**src/rtl/pipe_stage_skid_pkg.sv**
```systemverilog
// Shared defaults for the skid-buffered writeback pipeline stage.
package pipe_stage_skid_pkg;
  localparam int DEF_DATA_W    = 16;
  localparam int DEF_NUM_LANES = 2;
  localparam int DEF_CTRL_W    = 1;
  localparam int DEF_REG_W     = 4;
  localparam logic [DEF_CTRL_W-1:0] CTRL_NONE = '0;
endpackage

```
**src/rtl/pipe_stage_skid_entry.sv**
```systemverilog
// One held slot (valid + payload). Clear kills only the valid bit; payload loads only on load.
module pipe_entry #(
  parameter int PAYLOAD_W = 8
) (
  input  logic                 clk,
  input  logic                 rst,
  input  logic                 load,
  input  logic                 clear,
  input  logic [PAYLOAD_W-1:0] d,
  output logic                 vld,
  output logic [PAYLOAD_W-1:0] q
);
  always_ff @(posedge clk or posedge rst) begin
    if (rst)        vld <= 1'b0;
    else if (clear) vld <= 1'b0;
    else if (load)  vld <= 1'b1;
  end

  always_ff @(posedge clk or posedge rst) begin
    if (rst)       q <= '0;
    else if (load) q <= d;
  end
endmodule

```
**src/rtl/pipe_stage_skid.sv**
```systemverilog
// Two-entry skid stage: M drives the outputs, S absorbs the beat accepted while M stalls.
module pipe_stage_skid
  import pipe_stage_skid_pkg::*;
#(
  parameter int DATA_W    = DEF_DATA_W,
  parameter int NUM_LANES = DEF_NUM_LANES,
  parameter int CTRL_W    = DEF_CTRL_W,
  parameter int REG_W     = DEF_REG_W
) (
  input  logic                        clk,
  input  logic                        rst,
  input  logic                        in_valid,
  output logic                        in_ready,
  input  logic [CTRL_W-1:0]           in_ctrl,
  input  logic [NUM_LANES*DATA_W-1:0] in_data,
  input  logic [REG_W-1:0]            in_wreg,
  input  logic                        flush,
  output logic                        out_valid,
  input  logic                        out_ready,
  output logic [CTRL_W-1:0]           out_ctrl,
  output logic [NUM_LANES*DATA_W-1:0] out_data,
  output logic [REG_W-1:0]            out_wreg,
  output logic [1:0]                  occupancy
);
  localparam int DW = NUM_LANES*DATA_W;
  localparam int PW = CTRL_W + REG_W + DW;

  logic [PW-1:0] in_pl, m_pl, s_pl, m_d;
  logic m_vld, s_vld, accept, pop;
  logic m_load, m_clr, s_load, s_clr;

  assign in_pl  = {in_ctrl, in_wreg, in_data};
  assign accept = in_valid & in_ready;
  assign pop    = m_vld & out_ready;

  // Flush suppresses every load so held payloads stay intact; only valid bits drop.
  always_comb begin
    m_load = 1'b0;
    m_clr  = 1'b0;
    s_load = 1'b0;
    s_clr  = 1'b0;
    m_d    = s_vld ? s_pl : in_pl;
    if (!m_vld) begin
      m_load = accept;
    end else if (pop) begin
      if (s_vld) begin
        m_load = 1'b1;
        s_clr  = 1'b1;
      end else if (accept) begin
        m_load = 1'b1;
      end else begin
        m_clr  = 1'b1;
      end
    end else begin
      s_load = accept;
    end
    if (flush) begin
      m_load = 1'b0;
      s_load = 1'b0;
      m_clr  = 1'b1;
      s_clr  = 1'b1;
    end
  end

  pipe_entry #(.PAYLOAD_W(PW)) u_m (
    .clk(clk), .rst(rst), .load(m_load), .clear(m_clr), .d(m_d), .vld(m_vld), .q(m_pl)
  );

  pipe_entry #(.PAYLOAD_W(PW)) u_s (
    .clk(clk), .rst(rst), .load(s_load), .clear(s_clr), .d(in_pl), .vld(s_vld), .q(s_pl)
  );

  assign in_ready  = ~s_vld;
  assign out_valid = m_vld;
  assign out_data  = m_pl[DW-1:0];
  assign out_wreg  = m_pl[DW +: REG_W];
  assign out_ctrl  = m_vld ? m_pl[PW-1 -: CTRL_W] : CTRL_W'(CTRL_NONE);
  assign occupancy = {1'b0, m_vld} + {1'b0, s_vld};

  a_no_orphan_skid: assert property (@(posedge clk) disable iff (rst) !(s_vld && !m_vld));
endmodule

```
**config.mk**
```make
export PLATFORM = sky130hd
export DESIGN_NAME = pipe_stage_skid
export DESIGN_NICKNAME = d
export VERILOG_FILES = /design/src/rtl/pipe_stage_skid_pkg.sv /design/src/rtl/pipe_stage_skid_entry.sv /design/src/rtl/pipe_stage_skid.sv
export SDC_FILE = /design/constraint.sdc
export NUM_CORES = 1
export LEC_CHECK = 0
export CAP_MARGIN = 40
export CORE_UTILIZATION = 30
export DETAILED_ROUTE_END_ITERATION = 16
export SLEW_MARGIN = 30
export SYNTH_ARGS = -nofsm -noshare
export SYNTH_HDL_FRONTEND = slang
export SYNTH_SLANG_ARGS = --single-unit
```
**constraint.sdc**
```tcl
create_clock -name clk -period 2.6 [get_ports clk]
set_input_delay 0.39 -clock clk [delete_from_list [all_inputs] [get_ports clk]]
set_output_delay 0.39 -clock clk [all_outputs]
set_load 0.005 [all_outputs]
```
==> results of run 1 <==
[stage by stage]
step / util [%] / hold slack, ps
floorplan: - / 453.1
global placement: 37.52 / 473.7
detailed placement: 37.52 / 489.1
CTS: 40.28 / 411.2
global route: 40.28 / 430.2
finish: 40.28 / 397.4
[layer usage]
metal	GRT usage, %	vias up	share of wire, %
li1	-	943	-
met1	15.64	1045	50
met2	16.92	55	44
met3	3.048	8	4.6
met4	5.405	0	1.4
met5	0	-	0
[cells by family (layout without fill, tap and decap cells)]
kind of cell               count (synthesis)  after routing  synth area share (%)
DFF                                       76             76                 52.87
adders and majority gates                  1              1                0.3478
AOI/OAI and AO/OA                          5              5                 1.183
muxes                                    111            111                 34.75
and+or+nand+nor                            6              6                0.9741
buffers and inverters                     51            108                 9.878
[final timing paths]
kind | endpoint | slack (ps)
setup / recovery | occupancy[0] | 550
hold / removal | u_s.q[28] | 400
setup reg to reg | u_m.q[20] | 710
hold reg to reg | u_m.q[36] | 500
max in group asynchronous | u_s.vld | 1610
min in group clk | u_m.q[36] | 500
[where the power goes]
part           total [W]  internal [W]  switching (W)  leakage (nW)
Combinational   0.000845      0.000608       0.000236         0.828
Clock            0.00134      0.000866       0.000471         0.153
Sequential       0.00165       0.00150       0.000152         0.919
[registers in the layout, indices dropped and copies added, names as in the netlist]
register	cells
u_s.vld	1
u_s.q	37
u_m.q	37
u_m.vld	1
[cells in the mapped netlist (all sizes together)]
cell	instances
a211oi	2
a21oi	2
and2	1
buf	44
clkbuf	4
dfrtp	76
ha	1
inv	3
mux2	111
nand2	1
nand2b	1
nor2	1
nor4b	1
o21ai	1
or2	1
[final cells by class]
cell class                 count  area, um^2  area share [%]
clock buffer                  12       246.5           5.291
clock inverter                 4       72.57           1.558
multi-input combinational    123        1346           28.90
inverter                       3       12.51          0.2686
tap                          143       178.9           3.841
timing repair buffer          89       898.4           19.29
sequential                    76        1903           40.85
[cells in the final DEF, fill, tap and decap left out, drive strengths merged]
cell type and n:
clkinvlp 1, ha 1, nand2 1, buf 7, clkbuf 12, dfrtp 76
o21ai 1, nor4b 1, nor2 1, or2 1, a21oi 2, nand2b 1
bufinv 2, and2 1, clkinv 2, clkdlybuf4s50 82, mux2 111, inv 2
a211oi 2
[worst reg2reg max path: stages, from the launching register on]
cell and delay (ps):
dfrtp_1 510, or2_1 300, a211oi_4 250, buf_4 320, mux2_2 380
==> impl_metrics.json, run 1 <==
{
  "violations": "DRC",
  "clock_skew_ps": 6.688,
  "synth_area_leaders": "dfrtp_1 (53%), mux2_2 (34%), buf_4 (7.5%)",
  "cts_resized": 0,
  "synth_cell_types": 19,
  "peakVddDrop_v": 0.0002632,
  "pre_cts_ws_ps": 457.4,
  "synth_warnings": 0,
  "ant_nets": 0,
  "min_period_ps": 2051,
  "hpwl_um": 4309,
  "syn_area_per_cell_um2": 14.39,
  "finalHoldViolCount": 0,
  "clk_latency_ps": 330,
  "antenna_found_initial": 0,
  "setup_slack_ps": 549.2,
  "synth_largest_area_cell": "dfrtp_1",
  "power_w": 0.003831,
  "cts.sinks": 76,
  "cts_buffers": 9,
  "reg2reg_depth": 4,
  "cts_tree": "yes",
  "num_antenna_cells": 0,
  "rsz0062_at_grt": "false",
  "yosysSeqAreaShare_pct": 52.87,
  "first_pass_iters": 14,
  "tns_ps": 0,
  "critPathCaptureType": "primary output",
  "min_period_over_period_pct": 78.88,
  "portBuffers": 82,
  "r2r_start": "u_m.vld",
  "maxSlewViolCount": 0,
  "syn_inst": 250,
  "drc_errors": 6,
  "dpl_cell_area_mm2": 0.004339,
  "cts_setup_buffers": 0,
  "core_area_mm2": 0.01156,
  "cts-root-buf": "clkbuf_16",
  "final_cells": 450,
  "slew_headroom_pct": 70.70,
  "fillers": 1120,
  "area_growth_pct": 29.50,
  "dp.cells": 434,
  "clock_path_buffers": 2,
  "grt_pass1_wl_um": 10930,
  "grt_overflow": 0,
  "cts-hold-fix-buffers": 0,
  "die_h_um": 111.5,
  "fin_area_mm2": 0.004658,
  "worst_path_largest_cell_delay_ps": 510,
  "min_path_type": "in2async",
  "critPathArrivalTime_ps": 1660,
  "status": "complete, but fails checks",
  "design.portCount": 83,
  "cp_num_cells": 2,
  "wl_per_cell_um": 14.50,
  "first_global_vias": 2088,
  "grt_max_degree": 39,
  "worstSetupStartpoint": "u_m.vld",
  "p_per_area_mw_per_mm2": 822.4,
  "htreeDepth": 3,
  "crit_chain": "ha_1 -> clkdlybuf4s50_1",
  "initial_utilization_pct": 31.10,
  "die_w_um": 111.5,
  "grt_usage_pct": 11.47,
  "die_area_mm2": 0.01243,
  "critPathRequiredTime_ps": 2210,
  "synth_nets": 293,
  "layout.nets": 345,
  "routed_via_density": 4.558,
  "cp_top_family": "flip-flops",
  "maxCapViolCount": 0,
  "crit_type": "reg2out",
  "layout-drive-gt1-share_pct": 43.97,
  "gp_congestion": 0.6793,
  "rows": 39,
  "max_freq_mhz": 487.6,
  "vias": 2051,
  "synth_top_area_share_pct": 52.87,
  "syn_area_mm2": 0.003597,
  "p_leak_nw": 1.900,
  "wl_um": 6527,
  "path_clk_slew_ps": 60,
  "drt-initial-drc-count": 35,
  "setup_viol": 0,
  "cp_max_fo": 9,
  "crit_slowest_cell": "dfrtp_1",
  "ys_ff_latch": 76,
  "start_kind": "register",
  "cp_num_buf_inv": 1,
  "tightest_slew_ps": 439.0
}
Power figures use the tool's default switching activity.
==> run 2, diff against run 1 <==
==> constraint.sdc (replaced) <==
create_clock -name clk -period 1.9 [get_ports clk]
set_input_delay 0.285 -clock clk [delete_from_list [all_inputs] [get_ports clk]]
set_output_delay 0.285 -clock clk [all_outputs]
set_load 0.005 [all_outputs]
==> impl_metrics.json, run 2 (synthesis gave the netlist of run 1 again) <==
{
  "portBuffers": 82,
  "ant_nets": 0,
  "final_cell_mix": "mux2_2 (110), clkdlybuf4s50_1 (79), dfrtp_1 (75), buf_4 (14), clkbuf_16 (9)",
  "core_area_mm2": 0.01156,
  "num_antenna_cells": 0,
  "grt_overflow": 0,
  "dp.cells": 442,
  "htreeDepth": 3,
  "final_common_cell": "mux2_2",
  "finalHoldViolCount": 0,
  "setup_viol": 0,
  "final_util_pct": 41.95,
  "peakVddDrop_v": 0.0004852,
  "slew_headroom_pct": 72.26,
  "die_w_um": 111.5,
  "cts-hold-fix-buffers": 0,
  "crit_slowest_cell": "dfrtp_2",
  "cp_num_buf_inv": 2,
  "die_h_um": 111.5,
  "grt_usage_pct": 11.63,
  "grt_max_degree": 77,
  "cts_tree": "yes",
  "max_freq_mhz": 542.5,
  "cp_max_fo": 21,
  "crit_type": "reg2reg",
  "routed_via_density": 4.508,
  "drc_errors": 3,
  "min_period_over_period_pct": 97.02,
  "min_path_type": "in2async",
  "critPathCaptureType": "register",
  "tns_ps": 0,
  "cts_buffers": 9,
  "maxCapViolCount": 0,
  "clock_path_buffers": 2,
  "r2r_start": "u_s.vld",
  "vias": 2087,
  "rows": 39,
  "cts-root-buf": "clkbuf_16",
  "first_pass_iters": 10,
  "antenna_found_initial": 0,
  "design.portCount": 83,
  "layout.nets": 358,
  "p_leak_nw": 2.014,
  "area_growth_pct": 34.85,
  "crit_chain": "buf_4 -> or2_1 -> a211oi_4 -> buf_12 -> mux2_2",
  "status": "complete, but fails checks",
  "wl_um": 6759,
  "p_per_area_mw_per_mm2": 1120,
  "layout-drive-gt1-share_pct": 47.19,
  "initial_utilization_pct": 31.10,
  "rsz0062_at_grt": "false",
  "dpl_cell_area_mm2": 0.004427,
  "die_area_mm2": 0.01243,
  "first_global_vias": 2168,
  "start_kind": "register",
  "final_cells": 463,
  "grt_pass1_wl_um": 11170,
  "min_period_ps": 1843,
  "path_clk_slew_ps": 60,
  "maxSlewViolCount": 0,
  "wl_per_cell_um": 14.60,
  "gp_congestion": 0.7101,
  "top_regs": "u_m.q x37, u_s.q x37",
  "hpwl_um": 4654,
  "clock_skew_ps": 4.056,
  "critPathArrivalTime_ps": 2050,
  "worst_path_largest_cell_delay_ps": 410,
  "critPathRequiredTime_ps": 2110,
  "fin_area_mm2": 0.004851,
  "violations": "DRC",
  "tightest_slew_ps": 416.1,
  "drt-initial-drc-count": 77,
  "cts.sinks": 76,
  "clk_latency_ps": 330,
  "worstSetupStartpoint": "u_s.vld",
  "power_w": 0.005433,
  "cp_top_family": "flip-flops"
}
-- run 2: changes by cell type in the layout (fill, tap and decap cells not counted), sizes merged --
| cell | before | now |
|---|---|---|
| dlymetal6s2s | 0 | 2 |
| dlygate4sd2 | 0 | 1 |
| bufinv | 2 | 3 |
| buf | 7 | 20 |
| clkdlybuf4s50 | 82 | 79 |
| clkinvlp | 1 | 2 |
| clkbuf | 12 | 10 |
-- run 2: worst paths after layout --
check                      cells past startpoint        end  slack (ps)
max                                            5  u_m.q[20]          60
min                                            3  u_m.q[24]         410
max reg2reg                                    5  u_m.q[20]          60
min reg2reg                                    1  u_s.q[25]         500
max in group asynchronous                      3    u_s.vld        1130
min in group clk                               1  u_s.q[25]         500
-- run 2: layout make-up --
type                    instances  area [um^2]
clock inverters                 6        111.4
multi-input cells             123         1368
well taps                     143        178.9
clock buffers                  10        239.0
flip-flops and latches         76         1903
fillers                      1115         6714
inverters                       3        15.01
repair buffers                102         1036
-- run 2: per-stage QoR --
stage,setup WS (ps),hold WS [ps]
after floorplan,24.69,348.1
after global placement,-41.38,481.4
after detailed placement,-96.52,487.8
after CTS,20.49,432.4
after global routing,0.7632,465.9
final,56.57,412.6
-- run 2: worst min-delay path, stage by stage --
cell and delay [ps]:
clkdlybuf4s50_1 440, clkinvlp_4 90, buf_12 330
-- run 2: routing by layer --
metal | share of wire [%] | track usage (%)
met1 | 46 | 14.91
met2 | 48 | 18.21
met3 | 5.4 | 3.593
met4 | 1.5 | 4.865
met5 | 0 | 0
-- run 2: timing repair --
item / CTS / global route
buffers inserted: 5 / 0
gates resized for setup: 5 / 3
pin swaps: 0 / 1
setup endpoints to repair: 2 / 59
hold endpoints to repair: 0 / 0
-- run 2: power by group --
part	switching (W)	leakage, nW	total [W]	internal (W)
Clock	0.000653	0.169	0.00197	0.00132
Sequential	0.000205	0.919	0.00225	0.00205
Combinational	0.000347	0.926	0.00121	0.000860
